### src/rtl/lfsr_gen.sv
// Galois LFSR random word source: STEPS steps per accepted request, result visible at the same edge.
// Backpressure: req_ready = !rd_valid | rd_ready; load/zero-seed substitution clears the pending word.
module lfsr_gen #(
   parameter int               WIDTH = 128,
   parameter logic [WIDTH-1:0] POLY  = WIDTH'(30'h2800_0005),
   parameter logic [WIDTH-1:0] SEED  = WIDTH'(128'd123456789012345678901234567890123456789),
   parameter int               STEPS = 1,
   parameter int               CNT_W = 32
) (
   input  logic             clk,
   input  logic             rst,
   input  logic             load,
   input  logic [WIDTH-1:0] seed,
   input  logic             require,
   output logic             req_ready,
   output logic [WIDTH-1:0] random,
   output logic             rd_valid,
   input  logic             rd_ready,
   output logic             lockup,
   output logic [CNT_W-1:0] adv_count
);

   logic [WIDTH-1:0] state;
   logic [WIDTH-1:0] state_nxt;
   logic             accept;

   assign req_ready = !rd_valid || rd_ready;
   assign accept    = require && req_ready && !load;
   assign random    = state;

   // Unrolled chain of STEPS Galois shifts, evaluated in one cycle.
   always_comb begin
      state_nxt = state;
      for (int i = 0; i < STEPS; i++) begin
         state_nxt = {state_nxt[WIDTH-2:0], 1'b0} ^ (state_nxt[WIDTH-1] ? POLY : '0);
      end
   end

   always_ff @(posedge clk) begin
      if (rst) begin
         state     <= SEED;
         rd_valid  <= 1'b0;
         lockup    <= 1'b0;
         adv_count <= '0;
      end else if (load) begin
         rd_valid  <= 1'b0;
         adv_count <= '0;
         if (seed == '0) begin
            state  <= SEED;
            lockup <= 1'b1;
         end else begin
            state  <= seed;
         end
      end else if (accept) begin
         state     <= state_nxt;
         rd_valid  <= 1'b1;
         adv_count <= adv_count + CNT_W'(1);
      end else if (rd_valid && rd_ready) begin
         rd_valid  <= 1'b0;
      end
   end

endmodule
### config.mk
export PLATFORM = sky130hd
export DESIGN_NAME = lfsr_gen
export DESIGN_NICKNAME = d
export VERILOG_FILES = /design/src/rtl/lfsr_gen.sv
export SDC_FILE = /design/constraint.sdc
export NUM_CORES = 1
export LEC_CHECK = 0
export ABC_AREA = 1
export BUFFER_PORTS_ARGS = -buffer_cell sky130_fd_sc_hd__buf_4
export CAP_MARGIN = 20
export CORE_MARGIN = 5
export CORE_UTILIZATION = 50
export CTS_CLUSTER_SIZE = 24
export DETAILED_ROUTE_END_ITERATION = 8
export PLACE_DENSITY_LB_ADDON = 0.08
export SKIP_CTS_REPAIR_TIMING = 1
export SLEW_MARGIN = 25
export SYNTH_ARGS = -nofsm -noshare
export SYNTH_HDL_FRONTEND = slang
export SYNTH_SLANG_ARGS = --single-unit
### constraint.sdc
create_clock -name clk -period 2.2 [get_ports clk]
set_input_delay 0.33 -clock clk [delete_from_list [all_inputs] [get_ports clk]]
set_output_delay 0.33 -clock clk [all_outputs]
set_load 0.01 [all_outputs]
==> Word level (Yosys, flattened, before mapping) <==
Index checks and enable logic that the tools add are counted.
{ "word_totals": {"reg_bits": 162, "input_bits": 133, "word_cells": 23} }
{ "classes": {"add_sub_neg": 1, "n_mux": 6, "bitwise": 1, "reduce_logical": 11} }
{ "op_table": {"columns": ["operator", "count"], "rows": [
  ["$mux W128", 3],
  ["$logic_not A128 Y1", 1],
  ["$xor A128 B30 Y128", 1],
  ["$add A32 B1 Y32 const B", 1],
  ["$mux W30", 1],
  ["$reduce_bool A2 Y1", 2],
  ["$logic_and A1 B1 Y1", 3],
  ["$logic_not A1 Y1", 2],
  ["$mux W1", 2],
  ["$reduce_and A2 Y1", 1],
  ["$reduce_or A2 Y1", 1],
  ["$logic_or A1 B1 Y1", 1]
]} }

==> Longest topological paths before layout <==
Gate-level depths: netlist (run 1).
{ "depth": {"word_depth": 6, "mapped_depth": 12, "ltp_nobuf": 12} }

==> Worst setup path before layout (run 1) <==
Ideal clock, no wire load.
{ "synth_path": {"kind": "reg-to-reg", "from": "reg adv_count[0]", "to": "reg adv_count[22]", "arrival_time_ns": 1.398, "required_ns": 2.085, "slack_ns": 0.687, "stages_incl_launch_ff": 11, "path_cell_list": "dfxtp_1 ha_1 inv_1 nor2_1 nand2_2 nor2_4 nand2_1 nor2_1 nand3_1 nand2_1 nor2_1"} }
{ "synth_between": {"elab_chain_len": 1} }
{ "synth_rtl": {"columns": ["element", "line", "text"], "rows": [
  ["start: declaration", "20", "output logic [CNT_W-1:0] adv_count"],
  ["start signal: assignment", "57", "adv_count <= adv_count + CNT_W'(1);"],
  ["$add A32 B1 Y32", "57", null]
]} }
Every way passes these cells.
A chain may end at the register's enable or synchronous reset.

==> Final worst setup path (run 1) <==
{ "layout_path": {"from": "reg adv_count[1]", "to": "reg adv_count[22]"} }
The elaborated chain is that of the path after synthesis.

==> impl_metrics.yaml, run 1 <==
status:
  status: "complete, no violations"
synth:
  synthArstFlopShare: 0
  seq_area_frac_synth: 0.4288
  synth_compound_area_frac: 0.1583
  ys_types: 33
  synth-edff-count: 0
  yosysTopAreaCell: "dfxtp_1"
  synth-simple-area-share: 0.3411
  ys_top_cells_by_area: "dfxtp_1 43%, nand2_1 22%, a221oi_1 6.7%, nor2_1 6.6%, a31oi_1 5.5%"
  synth.yosys.warnings: 0
  synthMuxAreaShare: 0
  yosys.area_share.adder: 0.001654
  synthCells: 1093
  synthesis.area_mm2: 0.007564
  synth_top_flop_cell: "dfxtp_1"
  synth_most_common_cell: "nand2_1"
  synth_top_family_by_area: "simple AND/OR/NAND/NOR gates"
  synth_xor_area_frac: 0.01042
  syn-num-nets: 1227
  ys_ff_latch: 162
  synth_top_area_share: 0.4288
  syn-mean-instance-area_um2: 6.920
  synth_top_cells_by_count: "436 x nand2_1, 162 x dfxtp_1, 133 x nor2_1"
power:
  clockPowerShare: 0.401
  power_density_mw_per_mm2: 703.4
  p_leak_uw: 0.004495
  pwr-share-comb: 0.155
  internal_power_uw: 5455
  p_seq_frac: 0.444
  p_sw_uw: 1915
  switching_share: 0.2599
  vdd.ir_drop.worst_uv: 566.4
clock_network:
  insertion_delay_ns: 0.42
  clock_path_buffers: 2
  cts_buffers: 17
  ctsHtreeMaxLevel: 4
  cts_tree: "built"
  clkSinkCount: 162
  ctsRootBufferMaster: "clkbuf_16"
  clk_pin_slew_ns: 0.06
route:
  viasPerCell: 5.436
  firstDrtPassIters: 6
  drtIter0Drc: 710
  wl_per_cell_um: 16.03
  vias: 8459
  wirelength_um: 24940
  ant_nets: 0
  post-route-drc-count: 0
floorplanning:
  pin_count: 296
  start_util: 0.5031
  die_width_um: 133.0
  die_area_mm2: 0.01769
  die_h_um: 133.0
  num_rows: 45
  coreArea_mm2: 0.01503
placement:
  post_dp_cell_area_mm2: 0.009889
  placedCellCount: 1524
  dp_slack_ns: 0.4102
  dpl.hpwl_um: 18080
  gp_congestion: 0.9184
  port_buffers: 295
timing:
  fin_worst_skew_ns: 0.007847
  slew_headroom: 0.5369
  hold_ws_ns: 0.1232
  fin_crit_ns: 1.772
  worstMarginPinSlew_ns: 0.6904
  max_freq_ghz: 0.5644
  rsz0062_at_grt: "no"
  worst_slack_ns: 0.4282
  tns_ns: 0
  hold_viol_final: 0
  slew_viol_final: 0
  timing.final.crit_share: 0.8054
  setup_viol: 0
global_routing:
  grt_pass1_wl_um: 39520
  grt_pass1_vias: 7826
  antenna_found_initial: 0
  grt_use_total: 0.2732
  grt_max_degree: 88
  grt_overflow: 0
critical_path:
  crit_start: "adv_count[1]$_SDFFE_PP0P_"
  crit_path_cell_trace: "ha_1 > inv_1 > nor2_1 > nand2_2 > nor2_4 > nand2_1 > nor2_1 > nand3_1 > nand2_1 > nor2_1"
  cp_max_fo: 4
  path_delay_family: "simple AND/OR/NAND/NOR gates"
  critPathCaptureType: "register"
  crit_buf_inv: 1
  timing.rr.start: "adv_count[1]$_SDFFE_PP0P_"
  cp.required_ns: 2.52
  critPathSlowestCell: "dfxtp_1"
  startpoint_type: "register"
  critPathArrivalTime_ns: 2.09
  critPathKind: "register to register"
  cp_common_cell: "nor2_1"
  slowest_delay_ns: 0.39
cells_and_area:
  syn_to_final_growth_pct: 38.53
  drive_gt1_frac: 0.2624
  antenna_cells: 0
  final_area_mm2: 0.01048
  layout.nets: 1489
  stdcell_count: 1556
worst_hold_path:
  min_from: "seed[124]"
  min_path_type: "input port to register"
flow_run:
  maxCapViolCount: 0
==> power groups by stage <==
stage	logic [uW]	registers, uW	clock network, uW
floorplan	437	3380	0
global placement	1130	3330	0
detailed placement	1140	3330	0
CTS	1150	3270	2990
global route	1250	3290	3120
finish	1140	3270	2960
==> tightest hold or removal path: stages <==
cell and delay, ns:
buf_4 0.09, a221oi_2 0.05, nand2_1 0.04
==> sequential cells by signal, summed over array words and instances (netlist names) <==
signal,cells
lockup,1
random,128
adv_count,32
rd_valid,1
==> final timing paths <==
path	endpoint	slack, ns	cells past startpoint
worst max-delay path	adv_count[22]$_SDFFE_PP0P_	0.43	10
worst min-delay path	random[124]$_SDFFE_PP1P_	0.12	3
worst max register to register	adv_count[22]$_SDFFE_PP0P_	0.43	10
worst min register to register	lockup$_SDFFE_PP0P_	0.47	2
==> logic make-up after synthesis <==
family | Yosys count
fa+ha+maj | 1
xor+xnor | 9
flops | 162
buf+inv | 104
compound gates | 174
simple gates | 643
==> cell type report <==
| type | count | area, um2 |
|---|---|---|
| Clock buffer | 22 | 484.2 |
| Clock inverter | 10 | 103.9 |
| Fill cell | 1367 | 4556 |
| Inverter | 38 | 145.1 |
| Multi-Input combinational cell | 827 | 3871 |
| Sequential cell | 162 | 3243 |
| Tap cell | 188 | 235.2 |
| Timing Repair Buffer | 309 | 2395 |
==> per-stage QoR <==
step / total power (uW) / util
after floorplan: 3818 / -
after global placement: 4459 / 0.6578
after detailed placement: 4474 / 0.6578
after CTS: 7410 / 0.6970
after global routing: 7664 / 0.6970
final: 7370 / 0.6970
==> placed cells by master, fill, tap and decap left out <==
| cell | Yosys | layout |
|---|---|---|
| nand2_1 | 436 | 435 |
| buf_4 | 2 | 303 |
| dfxtp_1 | 162 | 162 |
| nor2_1 | 133 | 133 |
| a31oi_1 | 67 | 67 |
| a221oi_1 | 58 | 58 |
| nand3_1 | 46 | 46 |
| inv_1 | 32 | 32 |
| a21oi_1 | 28 | 28 |
| o21ai_0 | 17 | 17 |
| clkbuf_16 | 0 | 17 |
| nor3_1 | 9 | 9 |
| clkinv_2 | 0 | 7 |
| buf_12 | 0 | 6 |
| xnor2_1 | 5 | 5 |
| xor2_1 | 4 | 4 |
| clkbuf_8 | 0 | 4 |
| nand2_2 | 2 | 3 |
| inv_2 | 4 | 3 |
| nor2_2 | 3 | 3 |
| nand4_1 | 3 | 3 |
| nand3b_1 | 3 | 3 |
| clkinv_1 | 2 | 2 |
| o21a_1 | 2 | 2 |
| a221oi_2 | 2 | 2 |
| nor3_2 | 2 | 2 |
| bufinv_16 | 0 | 2 |
| nand2_4 | 1 | 1 |
| nor2_8 | 1 | 1 |
| nor2_4 | 1 | 1 |
| nor3b_1 | 1 | 1 |
| inv_4 | 0 | 1 |
| nor3_4 | 1 | 1 |
| nand3_2 | 1 | 1 |
| ha_1 | 1 | 1 |
| inv_6 | 0 | 1 |
| clkbuf_1 | 28 | 1 |
==> routing by layer <==
metal | vias up | global-route usage | routed length [um]
met5 | - | 0 | 0
met4 | 0 | 0.1161 | 830
met3 | 59 | 0.07947 | 2332
met2 | 375 | 0.4297 | 11670
met1 | 3846 | 0.3504 | 10110
li1 | 4179 | - | -
Power figures use the tool's default switching activity.
==> run 2, diff against run 1 <==
Settings changed: CORE_UTILIZATION 50 to 44.
Clock period 2.2 ns to 1.5 ns, I/O delays scaled along.
==> impl_metrics.yaml, run 2 (synthesized netlist as in run 1, its figures left out) <==
global_routing:
  grt_use_total: 0.2506
  grt_max_degree: 91
  grt_pass1_wl_um: 40820
  grt_pass1_vias: 8070
  antenna_found_initial: 0
  grt_overflow: 0
route:
  ant_nets: 0
  wirelength_um: 26080
  firstDrtPassIters: 5
  post-route-drc-count: 0
  wl_per_cell_um: 15.69
  vias: 8652
  viasPerCell: 5.206
  drtIter0Drc: 608
timing:
  setup_viol: 0
  fin_worst_skew_ns: 0.009232
  worst_slack_ns: 0.002340
  worstMarginPinSlew_ns: 0.4124
  slew_viol_final: 0
  max_freq_ghz: 0.6677
  rsz0062_at_grt: "yes"
  hold_viol_final: 0
  hold_ws_ns: 0.01273
  timing.final.crit_share: 0.9984
  fin_crit_ns: 1.498
  slew_headroom: 0.7247
clock_network:
  clkSinkCount: 162
  clock_path_buffers: 2
  cts_buffers: 17
  clk_pin_slew_ns: 0.07
  ctsHtreeMaxLevel: 4
  ctsRootBufferMaster: "clkbuf_16"
  cts_tree: "built"
  insertion_delay_ns: 0.43
floorplanning:
  start_util: 0.4434
  coreArea_mm2: 0.01706
  num_rows: 48
  die_area_mm2: 0.01991
  pin_count: 296
  die_width_um: 141.1
  die_h_um: 141.1
critical_path:
  cp_max_fo: 5
  critPathKind: "register to register"
  startpoint_type: "register"
  critPathCaptureType: "register"
  critPathArrivalTime_ns: 1.82
  cp.required_ns: 1.82
status:
  status: "complete, no violations"
placement:
  post_dp_cell_area_mm2: 0.01049
  port_buffers: 295
  placedCellCount: 1627
  dpl.hpwl_um: 19260
  gp_congestion: 0.8626
  dp_slack_ns: -0.1939
power:
  total_power_uw: 10790
  p_leak_uw: 0.004926
  power_density_mw_per_mm2: 955.8
  vdd.ir_drop.worst_uv: 820.4
cells_and_area:
  final_common_cell: "nand2_1"
  antenna_cells: 0
  stdcell_count: 1662
  fill_cells: 1605
  largest_register_ffs: 128
  final_area_mm2: 0.01129
  mostFrequentLayoutCells: "426 x nand2_1, 369 x buf_4, 151 x dfxtp_1"
  drive_gt1_frac: 0.3292
  syn_to_final_growth_pct: 49.23
  layout.nets: 1559
worst_hold_path:
  min_path_type: "input port to register"
flow_run:
  maxCapViolCount: 0
[run 2: path summary, 6_finish.rpt]
check	startpoint	to	slack, ns	cells past startpoint
max	rd_valid$_SDFFE_PP0P_	adv_count[25]$_SDFFE_PP0P_	0.002	8
min	seed[26]	random[26]$_SDFFE_PP1P_	0.01	3
max reg2reg	rd_valid$_SDFFE_PP0P_	adv_count[25]$_SDFFE_PP0P_	0.002	8
min reg2reg	lockup$_SDFFE_PP0P_	lockup$_SDFFE_PP0P_	0.46	2
[run 2: where the power goes]
part           switching, uW  internal, uW
logic                    880           897
clock network           1850          2360
registers                241          4570
[run 2: cell type report]
cell class / instances / area [um2] / share of cell area
Tap cell: 225 / 281.5 / 0.02494
Sequential cell: 162 / 3257 / 0.2885
Clock buffer: 19 / 442.9 / 0.03924
Inverter: 38 / 150.1 / 0.01330
Timing Repair Buffer: 379 / 2970 / 0.2632
Clock inverter: 12 / 123.9 / 0.01097
Multi-Input combinational cell: 827 / 4061 / 0.3598
[run 2: routing by layer]
layer / wire (um) / up-vias / track usage / part of all wire
met3: 2152 / 39 / 0.07293 / 0.083
met5: 0 / - / 0 / 0
met1: 10680 / 3996 / 0.3086 / 0.41
li1: - / 4318 / - / -
met2: 12710 / 299 / 0.4251 / 0.49
met4: 544 / 0 / 0.07394 / 0.021
[run 2: metrics by stage]
stage            util  setup TNS (ns)
2_1_floorplan       -               0
3_3_place_gp   0.6147          -7.323
3_5_place_dp   0.6147          -8.907
4_1_cts        0.6480        -0.05506
5_1_grt        0.6618         -0.5101
6_report       0.6618               0
[run 2: worst max-delay path, stage by stage (launching register included)]
cell and delay, ns:
dfxtp_2 0.32, nand2_2 0.08, nand2_4 0.09, nor2_8 0.20
nand2_2 0.13, nor3_2 0.26, nand3_1 0.10, o21ai_0 0.16
nor2_1 0.05
==> run 3, diff against run 2 <==
Settings changed: CELL_PAD_IN_SITES_DETAIL_PLACEMENT set to 1, CELL_PAD_IN_SITES_GLOBAL_PLACEMENT set to 2, CORE_UTILIZATION 44 to 23, CTS_CLUSTER_SIZE 24 to not set, PLACE_DENSITY_LB_ADDON 0.08 to 0.1.
==> impl_metrics.yaml, run 3 (synthesized netlist as in run 1, its figures left out) <==
floorplanning:
  coreArea_mm2: 0.03254
  die_h_um: 191.3
  start_util: 0.2325
  pin_count: 296
  die_width_um: 191.3
  die_area_mm2: 0.03661
  num_rows: 66
power:
  vdd.ir_drop.worst_uv: 747.2
  pwr-share-comb: 0.189
  p_sw_uw: 3149
  clockPowerShare: 0.385
  total_power_uw: 11370
  switching_share: 0.2770
  p_seq_frac: 0.426
  power_density_mw_per_mm2: 883.4
  internal_power_uw: 8221
  p_leak_uw: 0.005558
route:
  vias: 9035
  firstDrtPassIters: 4
  viasPerCell: 4.575
  post-route-drc-count: 0
  wirelength_um: 35420
  drtIter0Drc: 258
  wl_per_cell_um: 17.93
  ant_nets: 0
timing:
  timing.final.crit_share: 1.008
  fin_worst_skew_ns: 0.008811
  fin_crit_ns: 1.513
  hold_ws_ns: 0.005497
  worst_slack_ns: -0.01257
  slew_headroom: 0.7630
  rsz0062_at_grt: "yes"
  hold_viol_final: 0
  slew_viol_final: 0
  setup_viol: 2
  worstMarginPinSlew_ns: 0.3543
  max_freq_ghz: 0.6611
critical_path:
  critPathKind: "register to register"
  critPathCaptureType: "register"
  startpoint_type: "register"
  critPathArrivalTime_ns: 1.83
  cp_max_fo: 17
  cp.required_ns: 1.82
cells_and_area:
  mostFrequentLayoutCells: "442 x buf_4, 423 x nand2_1, 146 x dfxtp_1"
  largest_register_ffs: 128
  drive_gt1_frac: 0.4090
  final_common_cell: "buf_4"
  fill_cells: 4038
  syn_to_final_growth_pct: 70.17
  layout.nets: 1658
  stdcell_count: 1975
  antenna_cells: 0
clock_network:
  cts_tree: "built"
  clk_pin_slew_ns: 0.06
  ctsRootBufferMaster: "clkbuf_16"
  ctsHtreeMaxLevel: 4
  clock_path_buffers: 2
  cts_buffers: 17
  clkSinkCount: 162
  insertion_delay_ns: 0.44
status:
  status: "finished, violations left"
  violations: "negative setup slack"
global_routing:
  antenna_found_initial: 1
  grt_use_total: 0.1853
  grt_pass1_wl_um: 52980
  grt_overflow: 0
  grt_max_degree: 53
  grt_pass1_vias: 9295
placement:
  port_buffers: 295
  placedCellCount: 1931
  dpl.hpwl_um: 26220
  gp_congestion: 0.7993
worst_hold_path:
  min_path_type: "input port to register"
flow_run:
  maxCapViolCount: 0
[run 3: routing by layer]
metal	vias up	global-route usage	share of wire
met5	-	0	0.00020
met4	2	0.04282	0.013
met1	4309	0.2378	0.45
met3	22	0.05734	0.058
met2	181	0.3057	0.48
li1	4521	-	-
[run 3: power by group through the flow]
stage	clock, uW	combinational (uW)	sequential [uW]
after floorplan	0	642	4960
after global placement	0	2010	4900
after detailed placement	0	2020	4900
after CTS	4520	2030	4810
after global routing	4700	2350	4880
final	4380	2150	4840
[run 3: through the flow]
stage / worst slack (ns) / area, um2 / util / setup TNS (ns)
after floorplan: 0.01917 / 7567 / - / 0
after global placement: -0.3291 / 11520 / 0.3541 / -20.42
after detailed placement: -0.3392 / 11520 / 0.3541 / -21.01
after CTS: -0.1509 / 12080 / 0.3713 / -3.601
after global routing: -0.1169 / 12870 / 0.3956 / -4.915
final: -0.01257 / 12870 / 0.3956 / -0.02153
[run 3: path summary, 6_finish.rpt]
kind / start / end / slack [ns] / cells past startpoint
hold reg to reg: lockup$_SDFFE_PP0P_ / lockup$_SDFFE_PP0P_ / 0.46 / 2
setup reg to reg: rd_valid$_SDFFE_PP0P_ / random[64]$_SDFFE_PP1P_ / -0.01 / 10
hold / removal: seed[50] / random[50]$_SDFFE_PP1P_ / 0.005 / 3
setup / recovery: rd_valid$_SDFFE_PP0P_ / random[64]$_SDFFE_PP1P_ / -0.01 / 10
[run 3: worst max-delay path: stages, from the launching register on]
cell and delay [ns]:
dfxtp_2 0.32, nand2_2 0.09, nand2_4 0.09, buf_4 0.16, nand2_4 0.08, inv_8 0.09, buf_12 0.17, nand2_1 0.05
nand2_1 0.04, a221oi_1 0.20, nand2_1 0.08
[run 3: cell type report]
class / count / area, um2 / area share
flip-flops and latches: 162 / 3266 / 0.2537
multi-input cells: 827 / 4368 / 0.3394
repair buffers: 478 / 3973 / 0.3086
clock buffers: 22 / 474.2 / 0.03684
inverters: 38 / 155.1 / 0.01205
well taps: 442 / 553.0 / 0.04297
clock inverters: 6 / 82.58 / 0.006416
